--- src/rtl/polymult_dummy_sched_if.sv ---
// Host/core signal bundle for the dummy-operation scheduler.
// slave = scheduler side, master = register block plus core side.
interface polymult_dummy_sched_if #(
    parameter int unsigned DW = 128
);
    logic          start_i;
    logic [DW-1:0] key_i;
    logic [DW-1:0] data_i;
    logic          dummy_en_i;
    logic [2:0]    num_dummy_i;
    logic          seed_load_i;
    logic [31:0]   seed_i;
    logic          busy_o;
    logic          done_o;
    logic [DW-1:0] data_o;
    logic          err_o;
    logic          trig_o;
    logic          core_load_o;
    logic [DW-1:0] core_key_o;
    logic [DW-1:0] core_data_o;
    logic [DW-1:0] core_data_i;
    logic          core_busy_i;

    modport slave (
        input  start_i, key_i, data_i, dummy_en_i, num_dummy_i,
        input  seed_load_i, seed_i, core_data_i, core_busy_i,
        output busy_o, done_o, data_o, err_o, trig_o,
        output core_load_o, core_key_o, core_data_o
    );

    modport master (
        output start_i, key_i, data_i, dummy_en_i, num_dummy_i,
        output seed_load_i, seed_i, core_data_i, core_busy_i,
        input  busy_o, done_o, data_o, err_o, trig_o,
        input  core_load_o, core_key_o, core_data_o
    );
endinterface

--- src/rtl/polymult_dummy_sched.sv ---
// Runs one real poly_mult operation hidden among LFSR-fed dummies,
// with the real slot picked pseudo-randomly per request.
module polymult_dummy_sched #(
    parameter int unsigned pDATA_WIDTH   = 128,
    parameter logic [31:0] pSEED_DEFAULT = 32'h1D2C_3B4A,
    parameter int unsigned pTIMEOUT      = 15
) (
    input logic                   clk,
    input logic                   resetn,
    polymult_dummy_sched_if.slave bus
);
    localparam logic [31:0] TAPS = 32'h8020_0003;
    localparam int unsigned REP  = pDATA_WIDTH / 32;
    localparam int unsigned TW   = $clog2(pTIMEOUT + 1);

    typedef enum logic [2:0] {
        IDLE, PICK, ISSUE, WAIT_HI, WAIT_LO, NEXT, FIN
    } state_t;

    state_t                 state_q, state_d;
    logic [31:0]            lfsr_q, lfsr_d, lfsr_nx;
    logic [pDATA_WIDTH-1:0] key_q, key_d, text_q, text_d;
    logic [pDATA_WIDTH-1:0] res_q, res_d, dout_q, dout_d;
    logic [pDATA_WIDTH-1:0] op_q, op_d, operand;
    logic [2:0]             last_q, last_d, slot_q, slot_d;
    logic [2:0]             ridx_q, ridx_d, idx_q, idx_d;
    logic                   first_q, first_d, err_q, err_d;
    logic [TW-1:0]          tmo_q, tmo_d;
    logic [3:0]             w;
    logic                   real_slot;

    assign lfsr_nx   = (lfsr_q >> 1) ^ (lfsr_q[0] ? TAPS : 32'h0);
    assign real_slot = (slot_q == ridx_q);
    assign operand   = real_slot ? text_q : {REP{lfsr_q}};
    // First PICK cycle draws from the LFSR, later ones reduce the remainder
    assign w = first_q ? {1'b0, lfsr_q[2:0]} : {1'b0, idx_q};

    always_comb begin
        state_d = state_q;
        lfsr_d  = lfsr_q;
        key_d   = key_q;
        text_d  = text_q;
        res_d   = res_q;
        dout_d  = dout_q;
        op_d    = op_q;
        last_d  = last_q;
        slot_d  = slot_q;
        ridx_d  = ridx_q;
        idx_d   = idx_q;
        first_d = first_q;
        err_d   = err_q;
        tmo_d   = tmo_q;
        unique case (state_q)
            IDLE: begin
                if (bus.seed_load_i)
                    lfsr_d = (bus.seed_i == 32'h0) ? pSEED_DEFAULT : bus.seed_i;
                if (bus.start_i) begin
                    key_d   = bus.key_i;
                    text_d  = bus.data_i;
                    last_d  = bus.dummy_en_i ? bus.num_dummy_i : 3'd0;
                    err_d   = 1'b0;
                    slot_d  = 3'd0;
                    first_d = 1'b1;
                    state_d = PICK;
                end
            end
            PICK: begin
                if (first_q) begin
                    lfsr_d  = lfsr_nx;
                    first_d = 1'b0;
                end
                if (w > {1'b0, last_q}) begin
                    idx_d = 3'(w - ({1'b0, last_q} + 4'd1));
                end else begin
                    ridx_d  = w[2:0];
                    state_d = ISSUE;
                end
            end
            ISSUE: begin
                op_d    = operand;
                lfsr_d  = lfsr_nx;
                tmo_d   = '0;
                state_d = WAIT_HI;
            end
            WAIT_HI: begin
                if (bus.core_busy_i) begin
                    state_d = WAIT_LO;
                end else if (tmo_q == TW'(pTIMEOUT - 1)) begin
                    err_d   = 1'b1;
                    state_d = NEXT;
                end else begin
                    tmo_d = tmo_q + TW'(1);
                end
            end
            WAIT_LO: begin
                if (!bus.core_busy_i) begin
                    if (real_slot) res_d = bus.core_data_i;
                    state_d = NEXT;
                end
            end
            NEXT: begin
                if (slot_q == last_q) begin
                    state_d = FIN;
                end else begin
                    slot_d  = slot_q + 3'd1;
                    state_d = ISSUE;
                end
            end
            FIN: begin
                dout_d  = res_q;
                state_d = IDLE;
            end
            default: state_d = IDLE;
        endcase
    end

    always_ff @(posedge clk or negedge resetn) begin
        if (!resetn) begin
            state_q <= IDLE;
            lfsr_q  <= pSEED_DEFAULT;
            key_q   <= '0;
            text_q  <= '0;
            res_q   <= '0;
            dout_q  <= '0;
            op_q    <= '0;
            last_q  <= '0;
            slot_q  <= '0;
            ridx_q  <= '0;
            idx_q   <= '0;
            first_q <= 1'b0;
            err_q   <= 1'b0;
            tmo_q   <= '0;
        end else begin
            state_q <= state_d;
            lfsr_q  <= lfsr_d;
            key_q   <= key_d;
            text_q  <= text_d;
            res_q   <= res_d;
            dout_q  <= dout_d;
            op_q    <= op_d;
            last_q  <= last_d;
            slot_q  <= slot_d;
            ridx_q  <= ridx_d;
            idx_q   <= idx_d;
            first_q <= first_d;
            err_q   <= err_d;
            tmo_q   <= tmo_d;
        end
    end

    assign bus.busy_o      = (state_q != IDLE) && (state_q != FIN);
    assign bus.done_o      = (state_q == FIN);
    assign bus.data_o      = (state_q == FIN) ? res_q : dout_q;
    assign bus.err_o       = err_q;
    assign bus.trig_o      = real_slot && ((state_q == ISSUE) ||
                             (state_q == WAIT_HI) || (state_q == WAIT_LO));
    assign bus.core_load_o = (state_q == ISSUE);
    assign bus.core_key_o  = key_q;
    // Operand is live in the load cycle and held until the next load
    assign bus.core_data_o = (state_q == ISSUE) ? operand : op_q;
endmodule
--- src/flat_wrapper.sv ---
// flat-port wrapper written by rule: the top's interface ports become plain ports
module polymult_dummy_sched_flat 
#(
    parameter int unsigned pDATA_WIDTH   = 128,
    parameter logic [31:0] pSEED_DEFAULT = 32'h1D2C_3B4A,
    parameter int unsigned pTIMEOUT      = 15
)
  (clk, resetn, bus_start_i, bus_key_i, bus_data_i, bus_dummy_en_i, bus_num_dummy_i, bus_seed_load_i, bus_seed_i, bus_core_data_i, bus_core_busy_i, bus_busy_o, bus_done_o, bus_data_o, bus_err_o, bus_trig_o, bus_core_load_o, bus_core_key_o, bus_core_data_o);
  polymult_dummy_sched_if bus_i ();
  input logic clk;
  input logic resetn;
  input wire logic [$bits(bus_i.start_i)-1:0] bus_start_i;
  input wire logic [$bits(bus_i.key_i)-1:0] bus_key_i;
  input wire logic [$bits(bus_i.data_i)-1:0] bus_data_i;
  input wire logic [$bits(bus_i.dummy_en_i)-1:0] bus_dummy_en_i;
  input wire logic [$bits(bus_i.num_dummy_i)-1:0] bus_num_dummy_i;
  input wire logic [$bits(bus_i.seed_load_i)-1:0] bus_seed_load_i;
  input wire logic [$bits(bus_i.seed_i)-1:0] bus_seed_i;
  input wire logic [$bits(bus_i.core_data_i)-1:0] bus_core_data_i;
  input wire logic [$bits(bus_i.core_busy_i)-1:0] bus_core_busy_i;
  output wire logic [$bits(bus_i.busy_o)-1:0] bus_busy_o;
  output wire logic [$bits(bus_i.done_o)-1:0] bus_done_o;
  output wire logic [$bits(bus_i.data_o)-1:0] bus_data_o;
  output wire logic [$bits(bus_i.err_o)-1:0] bus_err_o;
  output wire logic [$bits(bus_i.trig_o)-1:0] bus_trig_o;
  output wire logic [$bits(bus_i.core_load_o)-1:0] bus_core_load_o;
  output wire logic [$bits(bus_i.core_key_o)-1:0] bus_core_key_o;
  output wire logic [$bits(bus_i.core_data_o)-1:0] bus_core_data_o;
  assign bus_i.start_i = bus_start_i;
  assign bus_i.key_i = bus_key_i;
  assign bus_i.data_i = bus_data_i;
  assign bus_i.dummy_en_i = bus_dummy_en_i;
  assign bus_i.num_dummy_i = bus_num_dummy_i;
  assign bus_i.seed_load_i = bus_seed_load_i;
  assign bus_i.seed_i = bus_seed_i;
  assign bus_i.core_data_i = bus_core_data_i;
  assign bus_i.core_busy_i = bus_core_busy_i;
  assign bus_busy_o = bus_i.busy_o;
  assign bus_done_o = bus_i.done_o;
  assign bus_data_o = bus_i.data_o;
  assign bus_err_o = bus_i.err_o;
  assign bus_trig_o = bus_i.trig_o;
  assign bus_core_load_o = bus_i.core_load_o;
  assign bus_core_key_o = bus_i.core_key_o;
  assign bus_core_data_o = bus_i.core_data_o;
  polymult_dummy_sched #(.pDATA_WIDTH(pDATA_WIDTH), .pSEED_DEFAULT(pSEED_DEFAULT), .pTIMEOUT(pTIMEOUT)) u_core (.clk(clk), .resetn(resetn), .bus(bus_i));
endmodule
--- config.mk ---
export PLATFORM = sky130hd
export DESIGN_NAME = polymult_dummy_sched_flat
export DESIGN_NICKNAME = d
export VERILOG_FILES = /design/src/rtl/polymult_dummy_sched_if.sv /design/src/rtl/polymult_dummy_sched.sv /design/src/flat_wrapper.sv
export SDC_FILE = /design/constraint.sdc
export NUM_CORES = 1
export LEC_CHECK = 0
export BUFFER_PORTS_ARGS = -buffer_cell sky130_fd_sc_hd__buf_2
export CAP_MARGIN = 20
export CORE_AREA = 2 2 314 316
export CTS_CLUSTER_SIZE = 16
export DETAILED_ROUTE_END_ITERATION = 12
export DIE_AREA = 0 0 316 318
export PLACE_DENSITY = 0.54
export SLEW_MARGIN = 30
export SYNTH_ARGS = -nofsm -noshare
export SYNTH_HDL_FRONTEND = slang
export SYNTH_SLANG_ARGS = --single-unit
--- constraint.sdc ---
create_clock -name clk -period 2.62 [get_ports clk]
set_clock_uncertainty 0.2 [all_clocks]
set_input_delay 0.524 -clock clk [delete_from_list [all_inputs] [get_ports clk]]
set_output_delay 0.524 -clock clk [all_outputs]
set_load 0.02 [all_outputs]
==> results.json, run 1 <==
{
  "outcome": "finished with violations",
  "violations": "negative setup slack",
  "period_needed_ns": 3.31,
  "p_int_mw": 39.3,
  "core_um2": 97400,
  "vdd_drop_max_mv": 0.891,
  "final_util_pct": 48.0,
  "cp-end-kind": "output port",
  "clk_pin_slew_ns": 0.06,
  "power_switching_share_pct": 40.6,
  "area_delta_synth_final_pct": 67.8,
  "synthesis.nets": 2956,
  "die_width_um": 316,
  "fin_crit_sh_pct": 126,
  "dr.pass1.iters": 7,
  "grt_max_degree": 82,
  "p_per_area_nw_per_um2": 1420,
  "synth.largest_area_cell": "dfrtp_1",
  "cp-start-kind": "register",
  "hp-class": "in -> reg",
  "setup_viol_count_final": 258,
  "pin_count": 814,
  "drive_gt1_share_pct": 43.6,
  "timing.fmax_ghz": 0.302,
  "dpl_worst_slack_ns": -0.0537,
  "post-dp-hpwl_um": 70700,
  "ys_top_cells_by_count": "nand2_1 (798), dfrtp_1 (678), a21oi_1 (260)",
  "num_rows": 115,
  "clkPwrFrac_pct": 18.0,
  "grt_pass1_wl_um": 162000,
  "synth-edff-count": 0,
  "synth.distinct_cells": 48,
  "seq_area_frac_synth_pct": 62.4,
  "route.detailed.drc": 0,
  "wl_um": 110000,
  "clock_sinks": 693,
  "wl_per_cell_um": 20.4,
  "cts_tree": "done",
  "relSlewSlack_pct": 50.7,
  "pwr-share-comb_pct": 54.3,
  "antenna_found_initial": 17,
  "cts_root_buf": "clkbuf_16",
  "num_vias": 24500,
  "dr.first_iter.drc_count": 1444,
  "fin_ws_ns": -0.692,
  "tightest_slew_ns": 0.739,
  "yosysWarningCount": 0,
  "fillers": 8489,
  "final-max-slew-violation-count": 0,
  "synth_most_common_cell": "nand2_1",
  "avgViaCountPerCell": 4.55,
  "die_h_um": 318,
  "clockBufferDepth": 3,
  "drv_cap": 0,
  "finalHoldViolations": 0,
  "layout.nets": 4464,
  "cts_buffers": 79,
  "synth_flop_cell": "dfrtp_1",
  "dieArea_um2": 100000,
  "syn_inst": 2523,
  "grt.total_usage_pct": 21.1,
  "antenna_left": 0,
  "power.switching_mw": 26.8,
  "h-tree-depth": 3,
  "p_leak_nw": 23.9,
  "holdWs_ns": 0.0407,
  "syn_area_um2": 27800,
  "grt-ovfl-total": 0,
  "cp_data_required_time_ns": 1.90,
  "yosysTopAreaCellShare_pct": 60.9,
  "synth_area_leaders": "dfrtp_1 (61%), nand2_1 (11%), mux2_4 (6.5%), mux2_1 (5.7%), a21oi_1 (4.7%)",
  "ys_async_sr_fraction_pct": 100,
  "gp_congestion": 0.836,
  "port_buffers": 813,
  "start_util_pct": 28.6,
  "seq_power_share_pct": 27.7,
  "arrival_ns": 2.59,
  "grt_pass1_vias": 26200,
  "setup.worst_path.class": "reg -> out",
  "synth.avg_cell_area_um2": 11.0,
  "rsz0062_at_grt": "yes",
  "synth_seq_cells": 693,
  "insertion_delay_ns": 0.66,
  "cp_max_fo": 12
}
[power by group through the flow]
stage          clock network, mW  logic (mW)  registers [mW]
2_1_floorplan                  0        13.7            18.5
3_3_place_gp                   0        25.1            17.9
3_5_place_dp                   0        25.3            18.0
4_1_cts                     12.2        33.1            18.0
5_1_grt                     12.6        38.3            18.8
6_report                    11.9        35.9            18.3
[cells by family (layout without fill, tap and decap cells)]
logic type / Yosys count / in the layout / synth area share, %
buffers and inverters: 212 / 1783 / 3.65
adders and majority gates: 8 / 8 / 0.387
xor gates and xnor gates: 9 / 9 / 0.364
and+or+nand+nor: 963 / 963 / 13.3
AOI/OAI and AO/OA: 355 / 355 / 6.99
muxes: 283 / 283 / 13.0
other: 0 / 6 / 0
DFF: 693 / 693 / 62.4
[worst paths after layout]
check	startpoint	end	slack [ns]	cells past startpoint
worst min register to register	u_core.bus.core_key_o[27]$_DFFE_PN0P_	u_core.bus.core_key_o[27]$_DFFE_PN0P_	0.26	2
worst max register to register	u_core.first_q$_DFFE_PN0P_	u_core.idx_q[0]$_DFFE_PN0P_	0.11	6
worst max-delay path	u_core.ridx_q[0]$_DFFE_PN0P_	bus_core_data_o[80]	-0.69	8
min in group asynchronous	resetn	u_core.text_q[51]$_DFFE_PN0P_	0.24	2
max in group asynchronous	resetn	u_core.bus.core_key_o[38]$_DFFE_PN0P_	1.12	4
worst min-delay path	bus_num_dummy_i[2]	u_core.last_q[2]$_DFFE_PN0P_	0.04	3
[routing by layer]
metal | track usage, % | part of all wire (%) | vias up
li1 | - | - | 11300
met1 | 24.6 | 39 | 12100
met2 | 37.0 | 50 | 886
met3 | 4.81 | 6.8 | 213
met4 | 8.62 | 4.2 | 6
met5 | 0 | 0.032 | -
[metrics by stage]
| stage | instances | total power, mW | TNS, ns | instance area [µm²] |
|---|---|---|---|---|
| 6_report | 5387 | 66.2 | -99.34 | 46700 |
| 5_1_grt | 5386 | 69.8 | -125.38 | 46700 |
| 4_1_cts | 5330 | 63.3 | -128.88 | 45500 |
| 3_5_place_dp | 4637 | 43.3 | -0.0537 | 34700 |
| 3_3_place_gp | 4637 | 43.0 | -0.0361 | 34700 |
| 2_1_floorplan | 2523 | 32.2 | 0 | 27800 |
[worst max-delay path: stages (launching register included)]
cell	delay (ns)
dfrtp_2	0.44
xnor2_4	0.22
and3_4	0.26
buf_12	0.16
buf_16	0.15
buf_12	0.14
a21oi_1	0.07
a21oi_1	0.28
buf_4	0.20
[layout by cell type, fill, tap and decap left out, drive strengths merged, types with 9 or more instances in the layout]
master       count
nor2           130
mux2i           20
a21oi          260
dfrtp          678
dfstp           15
clkinv          17
nand2          799
buf           1155
inv             63
dlygate4sd3    418
mux2           263
a31oi           33
clkbuf         115
o21ai           31
xnor2            9
a222oi          15
[cell type report]
class	instances	area (µm²)	share of cell area (%)
multi-input cells	1618	11100	23.7
inverters	60	230	0.493
repair buffers	1579	13600	29.2
clock inverters	34	495	1.06
clock buffers	110	2300	4.93
well taps	1287	1610	3.45
diodes	6	15.0	0.0321
flip-flops and latches	693	17400	37.2
[flip-flops by register name, summed over array words and instances, names as in the netlist]
register,cells
u_core.res_q,128
u_core.last_q,3
u_core.dout_q,128
u_core.tmo_q,4
u_core.text_q,128
u_core.op_q,128
u_core.first_q,1
u_core.bus.core_key_o,128
u_core.ridx_q,3
u_core.idx_q,3
u_core.bus.err_o,1
u_core.slot_q,3
u_core.state_q,3
u_core.lfsr_q,32
[what timing repair did]
action | 4_1_cts | 5_1_grt
cloned | 20 | 4
pin swaps | 127 | 66
hold endpoints to repair | 484 | 0
endpoints found under the setup margin | 260 | 261
setup buffers | 112 | 65
gates resized for setup | 765 | 259
hold buffers | 418 | 0
Power figures use the tool's default switching activity.
==> run 2, diff against run 1 <==
--- a/config.mk
+++ b/config.mk
@@ -7,10 +7,10 @@
 export LEC_CHECK = 0
 export BUFFER_PORTS_ARGS = -buffer_cell sky130_fd_sc_hd__buf_2
 export CAP_MARGIN = 20
-export CORE_AREA = 2 2 314 316
+export CORE_AREA = 2 2 321 323
 export CTS_CLUSTER_SIZE = 16
 export DETAILED_ROUTE_END_ITERATION = 12
-export DIE_AREA = 0 0 316 318
+export DIE_AREA = 0 0 323 325
 export PLACE_DENSITY = 0.54
 export SLEW_MARGIN = 30
 export SYNTH_ARGS = -nofsm -noshare
==> constraint.sdc (replaced) <==
create_clock -name clk -period 3 [get_ports clk]
set_clock_uncertainty 0.2 [all_clocks]
set_input_delay 0.6 -clock clk [delete_from_list [all_inputs] [get_ports clk]]
set_output_delay 0.6 -clock clk [all_outputs]
set_load 0.02 [all_outputs]
==> results.json, run 2 (synthesized netlist as in run 1, its figures left out) <==
{
  "outcome": "finished with violations",
  "violations": "negative setup slack",
  "cp_data_required_time_ns": 2.20,
  "grt.total_usage_pct": 20.2,
  "core_um2": 101000,
  "multi_input_area_um2": 11100,
  "seq_power_share_pct": 27.9,
  "met2_usage_pct": 34.0,
  "rr_worst_depth": 9,
  "grt_pass1_vias": 26100,
  "pin_count": 814,
  "finalPower_mw": 57.6,
  "design_area_um2": 46400,
  "crit_slowest_cell": "dfrtp_2",
  "crit_start": "u_core.slot_q[2]$_DFFE_PN0P_",
  "vdd_drop_max_mv": 0.884,
  "h-tree-depth": 3,
  "avgViaCountPerCell": 4.52,
  "wl_per_cell_um": 20.5,
  "antenna_found_initial": 31,
  "p_per_area_nw_per_um2": 1240,
  "dr.pass1.iters": 8,
  "fin_ws_ns": -0.371,
  "finalHoldViolations": 0,
  "setup.worst_path.class": "reg -> out",
  "clock_sinks": 693,
  "clk_pin_slew_ns": 0.06,
  "cts_root_buf": "clkbuf_16",
  "antenna_left": 0,
  "final_util_pct": 45.8,
  "place_inst": 4665,
  "final-max-slew-violation-count": 0,
  "insertion_delay_ns": 0.66,
  "setup_viol_count_final": 216,
  "dpl_worst_slack_ns": -0.00751,
  "pwr-share-comb_pct": 53.6,
  "power_switching_share_pct": 41.1,
  "wl_um": 112000,
  "reg2reg_from": "u_core.slot_q[2]$_DFFE_PN0P_",
  "p_int_mw": 33.9,
  "dr.first_iter.drc_count": 1432,
  "cp-start-kind": "register",
  "power.switching_mw": 23.7,
  "period_needed_ns": 3.37,
  "grt_pass1_wl_um": 161000,
  "crit_cells": 8,
  "hp-class": "in -> reg",
  "fin_setup_tns_ns": -33.70,
  "route.detailed.drc": 0,
  "path_buf_inv": 4,
  "grt-ovfl-total": 0,
  "timing.fmax_ghz": 0.297,
  "layout.nets": 4425,
  "regArea_um2": 17400,
  "port_buffers": 813,
  "final_common_cell": "nand2_1",
  "tightest_slew_ns": 0.773,
  "die_width_um": 323,
  "post-dp-hpwl_um": 67900,
  "cts_tree": "done",
  "clkPwrFrac_pct": 18.4,
  "grt_busiest_layer": "met2",
  "max_stage_delay_ns": 0.44,
  "reg2reg_to": "u_core.res_q[5]$_DFFE_PN0P_",
  "drv_cap": 0,
  "grt_max_degree": 124,
  "fin_crit_sh_pct": 112,
  "rsz0062_at_grt": "yes",
  "grt_use_met3_pct": 5.00,
  "cp_max_fo": 9,
  "crit_chain": "xnor2_4, and3_4, buf_12, buf_16, clkbuf_16, a21oi_1, a21oi_2, buf_6",
  "met1_usage_pct": 24.0,
  "crit_path_end": "bus_core_data_o[53]",
  "arrival_ns": 2.57,
  "drive_gt1_share_pct": 42.8,
  "relSlewSlack_pct": 48.5,
  "holdWs_ns": 0.0592,
  "instances_no_fill": 5451,
  "dieArea_um2": 105000,
  "crit_family": "buffers and inverters",
  "clockBufferDepth": 3,
  "most-common-layout-cells": "nand2_1 (797), dfrtp_1 (674), buf_2 (560)",
  "num_rows": 117,
  "reg2reg_slack_ns": 0.24,
  "start_util_pct": 27.5,
  "die_h_um": 325,
  "gp_congestion": 0.814,
  "p_leak_nw": 23.8,
  "num_vias": 24600,
  "area_delta_synth_final_pct": 66.6,
  "placed_area_um2": 34100,
  "cp-end-kind": "output port",
  "fillers": 9091,
  "cts_buffers": 83
}
-- run 2: cell types whose count changed in the layout (fill, tap and decap cells not counted), sizes merged --
cell | previous run | this run
clkinv | 17 | 26
bufbuf | 1 | 2
buf | 1155 | 1128
clkinvlp | 6 | 4
diode | 6 | 23
dlygate4sd3 | 418 | 403
-- run 2: routing by layer --
metal / vias to the layer above / routed length (µm) / part of all wire, %
met4: 10 / 5180 / 4.6
li1: 11300 / - / -
met3: 259 / 7870 / 7.0
met1: 12200 / 44600 / 40
met2: 957 / 54100 / 48
met5: - / 67 / 0.060
-- run 2: what timing repair did --
item / 4_1_cts / 5_1_grt
hold buffers: 403 / 0
setup buffers: 118 / 67
endpoints found under the hold margin: 434 / 0
gates cloned: 26 / 3
pin swaps: 118 / 79
setup endpoints to repair: 258 / 254
gates resized for setup: 656 / 278
-- run 2: cell type report --
type	count	share of cell area, %
sequential	693	37.4
inverter	60	0.491
multi-input combinational	1618	23.9
timing repair buffer	1536	28.1
antenna	23	0.124
tap	1368	3.69
clock buffer	112	5.04
clock inverter	41	1.24
-- run 2: worst register-to-register path, cell delays in order (launching register included) --
cell and delay, ns:
dfrtp_2 0.44, xnor2_4 0.17, and3_4 0.20, buf_12 0.14, buf_12 0.15, buf_16 0.17
buf_4 0.17, nand2_8 0.23, buf_12 0.34, mux2_1 0.42
-- run 2: power groups by stage --
stage / Combinational (mW) / Clock (mW) / Sequential [mW]
6_report: 30.9 / 10.6 / 16.1
5_1_grt: 32.9 / 11.3 / 16.5
4_1_cts: 28.0 / 10.8 / 15.8
3_5_place_dp: 21.1 / 0 / 15.8
3_3_place_gp: 21.0 / 0 / 15.7
2_1_floorplan: 11.9 / 0 / 16.2
-- run 2: worst min path at each step --
stage / cells past startpoint / to / from
after detailed placement: 2 / u_core.bus.core_key_o[11]$_DFFE_PN0P_ / u_core.bus.core_key_o[11]$_DFFE_PN0P_
after global placement: 2 / u_core.bus.core_key_o[9]$_DFFE_PN0P_ / u_core.bus.core_key_o[9]$_DFFE_PN0P_
after floorplan: 0 / u_core.bus.core_key_o[0]$_DFFE_PN0P_ / resetn
after global routing: 2 / u_core.res_q[21]$_DFFE_PN0P_ / bus_core_data_i[21]
after CTS: 3 / u_core.lfsr_q[31]$_DFFE_PN0P_ / bus_seed_i[31]
final: 3 / u_core.text_q[88]$_DFFE_PN0P_ / bus_data_i[88]
==> run 3, diff against run 2 <==
==> constraint.sdc (replaced) <==
create_clock -name clk -period 3.1 [get_ports clk]
set_clock_uncertainty 0.2 [all_clocks]
set_input_delay 0.62 -clock clk [delete_from_list [all_inputs] [get_ports clk]]
set_output_delay 0.62 -clock clk [all_outputs]
set_load 0.02 [all_outputs]
==> results.json, run 3 (synthesized netlist as in run 1, its figures left out) <==
{
  "period_needed_ns": 3.40,
  "most-common-layout-cells": "nand2_1 (797), dfrtp_1 (672), buf_2 (587)",
  "crit_family": "buffers and inverters",
  "setup.worst_path.class": "reg -> out",
  "power.switching_mw": 22.6,
  "pwr-share-comb_pct": 52.9,
  "p_per_area_nw_per_um2": 1190,
  "num_rows": 117,
  "p_leak_nw": 23.2,
  "insertion_delay_ns": 0.66,
  "grt_pass1_vias": 24800,
  "reg2reg_from": "u_core.slot_q[2]$_DFFE_PN0P_",
  "core_um2": 101000,
  "clk_pin_slew_ns": 0.06,
  "antenna_found_initial": 20,
  "grt.total_usage_pct": 19.3,
  "hp-class": "in -> reg",
  "final-max-slew-violation-count": 0,
  "antenna_left": 0,
  "place_inst": 4659,
  "start_util_pct": 27.5,
  "port_buffers": 813,
  "num_vias": 24200,
  "avgViaCountPerCell": 4.52,
  "final_common_cell": "nand2_1",
  "drv_cap": 0,
  "layout.nets": 4338,
  "grt_max_degree": 134,
  "power_switching_share_pct": 41.8,
  "met1_usage_pct": 23.7,
  "die_h_um": 325,
  "fin_setup_tns_ns": -24.75,
  "crit_start": "u_core.slot_q[2]$_DFFE_PN0P_",
  "reg2reg_to": "u_core.res_q[46]$_DFFE_PN0P_",
  "rr_worst_depth": 9,
  "violations": "negative setup slack",
  "cp_data_required_time_ns": 2.28,
  "cp-start-kind": "register",
  "rsz0062_at_grt": "yes",
  "dr.first_iter.drc_count": 1550,
  "path_buf_inv": 4,
  "timing.fmax_ghz": 0.294,
  "pin_count": 814,
  "wl_um": 109000,
  "clockBufferDepth": 3,
  "clock_sinks": 693,
  "cp_max_fo": 7,
  "area_delta_synth_final_pct": 63.1,
  "dr.pass1.iters": 5,
  "gp_congestion": 0.809,
  "cts_buffers": 83,
  "clkPwrFrac_pct": 18.6,
  "relSlewSlack_pct": 46.7,
  "cts_root_buf": "clkbuf_16",
  "seq_power_share_pct": 28.5,
  "crit_chain": "xnor2_4, and3_4, buf_12, buf_12, buf_16, a21oi_2, a21oi_2, buf_6",
  "h-tree-depth": 3,
  "reg2reg_slack_ns": 0.31,
  "grt_pass1_wl_um": 154000,
  "post-dp-hpwl_um": 68100,
  "setup_viol_count_final": 148,
  "met2_usage_pct": 31.7,
  "crit_cells": 8,
  "outcome": "finished with violations",
  "arrival_ns": 2.58,
  "cp-end-kind": "output port",
  "crit_path_end": "bus_core_data_o[39]",
  "max_stage_delay_ns": 0.46,
  "grt_use_met3_pct": 4.73,
  "vdd_drop_max_mv": 0.680,
  "finalHoldViolations": 0,
  "route.detailed.drc": 0,
  "cts_tree": "done",
  "dieArea_um2": 105000,
  "grt_busiest_layer": "met2",
  "drive_gt1_share_pct": 40.8,
  "instances_no_fill": 5351,
  "p_int_mw": 31.5,
  "fin_ws_ns": -0.304,
  "die_width_um": 323,
  "wl_per_cell_um": 20.4,
  "crit_slowest_cell": "dfrtp_2",
  "grt-ovfl-total": 0,
  "tightest_slew_ns": 0.799,
  "fin_crit_sh_pct": 110
}
[run 3: final cells by class]
cell class,count,area [µm²]
Sequential cell,693,17400
Tap cell,1368,1710
Inverter,60,228
Multi-Input combinational cell,1620,11000
Clock inverter,39,513
Fill cell,9270,55900
Timing Repair Buffer,1447,12300
Antenna cell,14,35.0
Clock buffer,110,2310
[run 3: how the worst min path moves through the flow]
stage	slack, ns	endpoint	cells after the start	startpoint
2_1_floorplan	0.12	u_core.bus.core_key_o[0]$_DFFE_PN0P_	0	resetn
3_3_place_gp	0.25	u_core.bus.core_key_o[6]$_DFFE_PN0P_	2	u_core.bus.core_key_o[6]$_DFFE_PN0P_
3_5_place_dp	0.26	u_core.bus.core_key_o[10]$_DFFE_PN0P_	2	u_core.bus.core_key_o[10]$_DFFE_PN0P_
4_1_cts	0.003	u_core.text_q[88]$_DFFE_PN0P_	3	bus_data_i[88]
5_1_grt	0.03	u_core.text_q[94]$_DFFE_PN0P_	3	bus_data_i[94]
6_report	0.07	u_core.bus.core_key_o[97]$_DFFE_PN0P_	3	bus_key_i[97]
[run 3: power groups by stage]
stage	clock network (mW)	registers, mW	logic [mW]
final	10.0	15.4	28.6
after global routing	10.7	15.8	30.5
after CTS	10.3	15.1	24.1
after detailed placement	0	15.2	20.4
after global placement	0	15.1	20.3
after floorplan	0	15.7	11.5
[run 3: metrics by stage]
| stage | hold slack [ns] | util (%) | setup slack [ns] | instance area [µm²] | power [mW] |
|---|---|---|---|---|---|
| after floorplan | 0.124 | - | 0.426 | 27800 | 27.2 |
| after global placement | 0.253 | 33.7 | 0.0235 | 34100 | 35.4 |
| after detailed placement | 0.257 | 33.7 | 0.00650 | 34100 | 35.6 |
| after CTS | 0.00264 | 42.1 | -0.348 | 42700 | 49.6 |
| after global routing | 0.0316 | 44.8 | -0.400 | 45400 | 57.0 |
| final | 0.0652 | 44.8 | -0.304 | 45400 | 54.1 |
[run 3: layer usage]
metal	up-vias	share of wire [%]
li1	11100	-
met1	12000	41
met2	911	48
met3	196	7.1
met4	4	4.2
met5	-	0.025
[run 3: what timing repair did]
action,CTS,global route
endpoints found under the hold margin,563,0
pin swaps,77,95
hold buffers,401,0
setup endpoints to repair,259,252
gates resized for setup,251,606
buffers inserted,31,67
cloned,21,15
[run 3: worst register-to-register path: cells and delay by family (launching register included)]
kind / cells / cell delay (ns)
XOR/XNOR: 1 / 0.23
buffers and inverters: 5 / 0.97
flip-flops: 1 / 0.46
multiplexers: 1 / 0.33
AND/OR/NAND/NOR: 2 / 0.46
